File: config.mk
export PLATFORM = sky130hd
export DESIGN_NAME = spi_master
export DESIGN_NICKNAME = d
export VERILOG_FILES = /design/src/rtl/spi_master_pkg.sv /design/src/rtl/spi_master.sv
export SDC_FILE = /design/constraint.sdc
export NUM_CORES = 1
export LEC_CHECK = 0
export CAP_MARGIN = 20
export CORE_ASPECT_RATIO = 0.8
export CORE_MARGIN = 3
export CORE_UTILIZATION = 30
export DETAILED_ROUTE_END_ITERATION = 10
export GPL_TIMING_DRIVEN = 0
export PLACE_DENSITY = 0.55
export REMOVE_ABC_BUFFERS = 1
export SETUP_SLACK_MARGIN = 0.3
export SLEW_MARGIN = 20
export SYNTH_ARGS = -nofsm -noshare
export SYNTH_HDL_FRONTEND = slang
export SYNTH_SLANG_ARGS = --single-unit
File: constraint.sdc
create_clock -name raw_clk -period 2.2 [get_ports raw_clk]
set_clock_uncertainty 0.2 [all_clocks]
set_input_delay 0.22 -clock raw_clk [delete_from_list [all_inputs] [get_ports raw_clk]]
set_output_delay 0.22 -clock raw_clk [all_outputs]
set_load 0.1 [all_outputs]
File: src/rtl/spi_master_pkg.sv
// rtl/spi_master_pkg.sv - shared widths and word-alignment helpers for the SPI engine
package spi_master_pkg;

  localparam int WORD_W = 16;
  localparam int CNT_W  = 4;

  // Index of the first (most significant) bit sent for the selected width.
  function automatic logic [CNT_W-1:0] first_bit_index(input logic width_16);
    return width_16 ? 4'd15 : 4'd7;
  endfunction

  // Left-justify the transmit word so the outgoing bit is always at [15].
  function automatic logic [WORD_W-1:0] align_tx(input logic [WORD_W-1:0] word,
                                                 input logic width_16);
    return width_16 ? word : {word[7:0], 8'h00};
  endfunction

  // Received bits accumulate from the LSB; 8-bit results are zero-extended.
  function automatic logic [WORD_W-1:0] extend_rx(input logic [WORD_W-1:0] shift,
                                                  input logic width_16);
    return width_16 ? shift : {8'h00, shift[7:0]};
  endfunction

endpackage

File: src/rtl/spi_master.sv
// rtl/spi_master.sv - SPI mode 0 master, MSB first, 8/16-bit transfers
module spi_master
  import spi_master_pkg::*;
#(
  parameter int CLOCK_DIV = 4
) (
  input  logic              raw_clk,
  input  logic              reset,
  input  logic              start,
  input  logic              width_16,
  input  logic [WORD_W-1:0] data_tx,
  output logic [WORD_W-1:0] data_rx,
  output logic              busy,
  output logic              done,
  output logic              sclk,
  output logic              mosi,
  input  logic              miso
);

  typedef enum logic [1:0] {
    IDLE       = 2'd0,
    SHIFT_LOW  = 2'd1,
    SHIFT_HIGH = 2'd2
  } state_t;

  localparam logic [7:0] DIV_LAST = 8'(CLOCK_DIV - 1);

  state_t              state;
  state_t              state_next;
  logic [7:0]          div_cnt;
  logic [CNT_W-1:0]    bit_cnt;
  logic [WORD_W-2:0]   tx_rest;
  logic [WORD_W-1:0]   rx_shift;
  logic [WORD_W-1:0]   tx_aligned;
  logic                mode_16;
  logic                div_end;
  logic                load;
  logic                rise;
  logic                advance;
  logic                finish;

  assign div_end    = (div_cnt == DIV_LAST);
  assign tx_aligned = align_tx(data_tx, width_16);

  always_ff @(posedge raw_clk) begin
    if (reset) begin
      state <= IDLE;
    end else begin
      state <= state_next;
    end
  end

  always_comb begin
    state_next = state;
    load       = 1'b0;
    rise       = 1'b0;
    advance    = 1'b0;
    finish     = 1'b0;
    case (state)
      IDLE: begin
        if (start) begin
          load       = 1'b1;
          state_next = SHIFT_LOW;
        end
      end
      SHIFT_LOW: begin
        if (div_end) begin
          rise       = 1'b1;
          state_next = SHIFT_HIGH;
        end
      end
      SHIFT_HIGH: begin
        if (div_end) begin
          if (bit_cnt != '0) begin
            advance    = 1'b1;
            state_next = SHIFT_LOW;
          end else begin
            finish     = 1'b1;
            state_next = IDLE;
          end
        end
      end
      default: state_next = IDLE;
    endcase
  end

  // Datapath: every phase change restarts the divider from zero.
  always_ff @(posedge raw_clk) begin
    if (reset) begin
      div_cnt  <= '0;
      bit_cnt  <= '0;
      tx_rest  <= '0;
      rx_shift <= '0;
      mode_16  <= 1'b0;
      data_rx  <= '0;
      busy     <= 1'b0;
      done     <= 1'b0;
      sclk     <= 1'b0;
      mosi     <= 1'b0;
    end else begin
      done <= 1'b0;
      if (load) begin
        mode_16  <= width_16;
        mosi     <= tx_aligned[WORD_W-1];
        tx_rest  <= tx_aligned[WORD_W-2:0];
        rx_shift <= '0;
        bit_cnt  <= first_bit_index(width_16);
        div_cnt  <= '0;
        busy     <= 1'b1;
        sclk     <= 1'b0;
      end else if (rise) begin
        sclk     <= 1'b1;
        rx_shift <= {rx_shift[WORD_W-2:0], miso};
        div_cnt  <= '0;
      end else if (advance) begin
        sclk    <= 1'b0;
        bit_cnt <= bit_cnt - 1'b1;
        mosi    <= tx_rest[WORD_W-2];
        tx_rest <= {tx_rest[WORD_W-3:0], 1'b0};
        div_cnt <= '0;
      end else if (finish) begin
        sclk    <= 1'b0;
        data_rx <= extend_rx(rx_shift, mode_16);
        busy    <= 1'b0;
        done    <= 1'b1;
        mosi    <= 1'b0;
        div_cnt <= '0;
      end else if (state != IDLE) begin
        div_cnt <= div_cnt + 8'd1;
      end
    end
  end

endmodule

==> summary.txt <==
Run status
  • Status: finished, final reports clean

Finish
  • Multi-input gate area: 1690 µm²
  • Ant. Diodes: 0
  • Post-layout util: a little under half
  • Most common cell after layout, fill and taps aside: dfxtp_1
  • Most frequent cells in the layout: dfxtp_1 (61), a21oi_1 (29), nor2_1 (27)
  • P&R area growth vs syn: 47.6%
  • Layout cells sized above 1: 36.1%
  • Storage element area: ~1300 µm²
  • Number of fill cells: between 800 and 900
  • Post-route insts no fill: ~500
  • Final Net Count: 411

Timing
  • Final Hold Vio Count: 0
  • Final setup TNS: 0 ns
  • Post-route minimum period: 2.10 ns
  • Worst-margin pin slew: 0.697 ns
  • Rel. slew slack: a little over half
  • Fmax: between 0.4 and 0.5 GHz
  • Hold WS: 0.134 ns
  • Final setup vio count: 0
  • Final Slew Violations: 0
  • Tcrit/Tclk final: 95.5%
  • RSZ-0062 raised after global routing: yes

Global route
  • Largest net degree at the start of global routing: 39
  • First-pass GRT wire length: around 12000 µm
  • Initial antenna violation count: 0
  • GRT Total Usage: about 14%
  • GRT Residual Overflow: 0
  • Vias in the first global route: between 2000 and 2500

Synthesis
  • Syn Inst Count: 330
  • Avg Cell Area, Syn: 8.87 µm²
  • Post-synth ARST share: 0%
  • Synth cell types: 43
  • Yosys top cell area share: a little under half
  • Post-Synthesis Cell Area: 2930 µm²
  • Synthesized flop and latch total: 66
  • Area leader, netlist: dfxtp_1
  • Synth Flop Type: dfxtp_1
  • Synth area leaders: dfxtp_1 (45%), a21oi_1 (7.0%), mux2_2 (6.2%), mux2i_1 (5.5%), nand2_1 (4.2%)
  • Post-synthesis sequential area ratio: 45.1%
  • EDFF count, synth: 0
  • YS warnings: 0

Hold path
  • Hold path startpoint: reset
  • HP Class: primary input to register
  • WHS Endpoint: data_rx[2]
  • Cell depth of the worst min-delay path: 3

Detailed routing
  • # DRC: 0
  • DR pass1 iterations: 4
  • Routed wire length: between 7000 and 8000 µm
  • Routed len/inst: ~15 µm
  • 1st-iter DRT viols: 101
  • DR vias: between 2000 and 3000
  • Post-DRT Antenna Nets: 0
  • Vias per inst: between 5 and 6

Clock tree
  • CTS max path bufs: 2
  • CTS tree: done
  • Clock Tree Root: clkbuf_16
  • Clk slew on worst S/H paths: approximately 0.06 ns
  • CTS buffer count: 9
  • Number of H-tree levels: 3
  • TritonCTS Sinks: 66
  • Clock insertion delay at the later pin of the skew report: about 0.33 ns

Floorplanning
  • Initial Util: between 30% and 40%
  • Vert. Die Dim: roughly 94 µm
  • Die Wd: between 100 and 150 µm
  • Core area: roughly 9300 µm²
  • Ports: just over 40
  • Full die area: roughly 11000 µm²
  • Rows: 31

Setup path
  • RR Startpoint: div_cnt[1]
  • R2R Setup Slk: 0.1 ns
  • CP startpoint: div_cnt[1]
  • Worst setup SP type: register
  • Crit path DAT: approximately 2.2 ns
  • Critical path type: register to register
  • Required @ worst endpoint: between 2 and 2.5 ns
  • CP Capture Type: register
  • Critical path fanouts, max: 5
  • Reg2Reg Depth: 7
  • RR Endpoint: tx_rest[4]

Placement
  • PortBufs: 40
  • Cell count after placement: 463
  • Dpl hpwl: between 4000 and 5000 µm
  • Final RePlAce weighted congestion: 0.766

Pwr
  • VDD IR-drop max: 0.279 mV
  • Final Total Pwr: 3090 µW
  • Power per cell area: between 700 and 800 nW/µm²
  • Leakage power: ~0.0017 µW

Run
  • # Max-Cap Violations: 0
[logic make-up after synthesis]
group / synth area share (%)
and+or+nand+nor: 21.9
AOI/OAI and AO/OA: 14.1
DFF: 45.1
adders and majority gates: 0.855
buffers and inverters: 4.66
xor gates and xnor gates: 1.80
muxes: 11.6
[worst max-delay path: stages, from the launching register on]
cell	delay, ns
dfxtp_2	0.35
ha_4	0.14
or4b_4	0.51
nor4_4	0.31
buf_4	0.19
clkbuf_16	0.13
nor3_1	0.04
a211oi_1	0.16
[sequential cells by signal, indices dropped and copies added, names as in the netlist, 2 cells and up]
register,flops
bit_cnt,4
rx_shift,16
data_rx,16
state,2
tx_rest,15
div_cnt,8
[layout make-up]
type | instances | area share, %
Tap cell | 115 | 3.33
Multi-Input combinational cell | 234 | 39.2
Clock buffer | 10 | 5.53
Sequential cell | 66 | 30.7
Clock inverter | 6 | 2.09
Inverter | 4 | 0.348
Timing Repair Buffer | 73 | 18.8
[worst max path at each step]
stage | endpoint | slack (ns)
finish | tx_rest[4] | 0.1
global route | tx_rest[5] | 0.02
CTS | data_rx[11] | 0.11
detailed placement | div_cnt[3] | -0.56
global placement | div_cnt[6] | -1.50
floorplan | div_cnt[2] | -0.43
[synthesized netlist by cell type, types with 2 or more instances]
cell type	instances
a211oi_1	7
a21o_1	2
a21oi_1	41
and3_1	8
buf_2	4
buf_6	2
clkbuf_1	19
dfxtp_1	66
ha_1	2
inv_1	4
mux2_2	16
mux2i_1	16
nand2_1	33
nand2b_1	2
nand3_1	18
nand4_1	7
nor2_1	27
nor3_1	9
nor3b_1	2
nor4_4	2
o21ai_0	8
o21ai_1	7
or3_1	4
xnor2_1	3
xor2_1	3
[through the flow]
step           setup slack [ns]  instance area [µm²]
3_5_place_dp             -0.564                 3410
2_1_floorplan            -0.429                 2810
4_1_cts                   0.109                 4170
3_3_place_gp              -1.50                 3350
5_1_grt                  0.0156                 4320
6_report                 0.0992                 4320
[metal layers]
metal	up-vias	part of all wire, %	global-route usage (%)
met3	12	4.6	5.00
li1	1295	-	-
met4	0	1.9	3.86
met1	1258	48	18.2
met2	52	46	21.9
met5	-	0	0
[power by group]
group / leakage [µW] / switching, µW / internal [µW]
Combinational: 0.000973 / 148 / 134
Sequential: 0.000538 / 32.3 / 1230
Clock: 0.000159 / 520 / 1020
Total: 0.00167 / 700 / 2390
[repair_timing]
| item | CTS | global route |
|---|---|---|
| resized for setup | 99 | 32 |
| hold endpoints to repair | 5 | 0 |
| pin swaps | 35 | 19 |
| endpoints found under the setup margin | 85 | 61 |
| hold buffers | 1 | 0 |
| gates cloned | 2 | 1 |
| buffers inserted | 22 | 3 |
(Power assumes the default switching activity.)
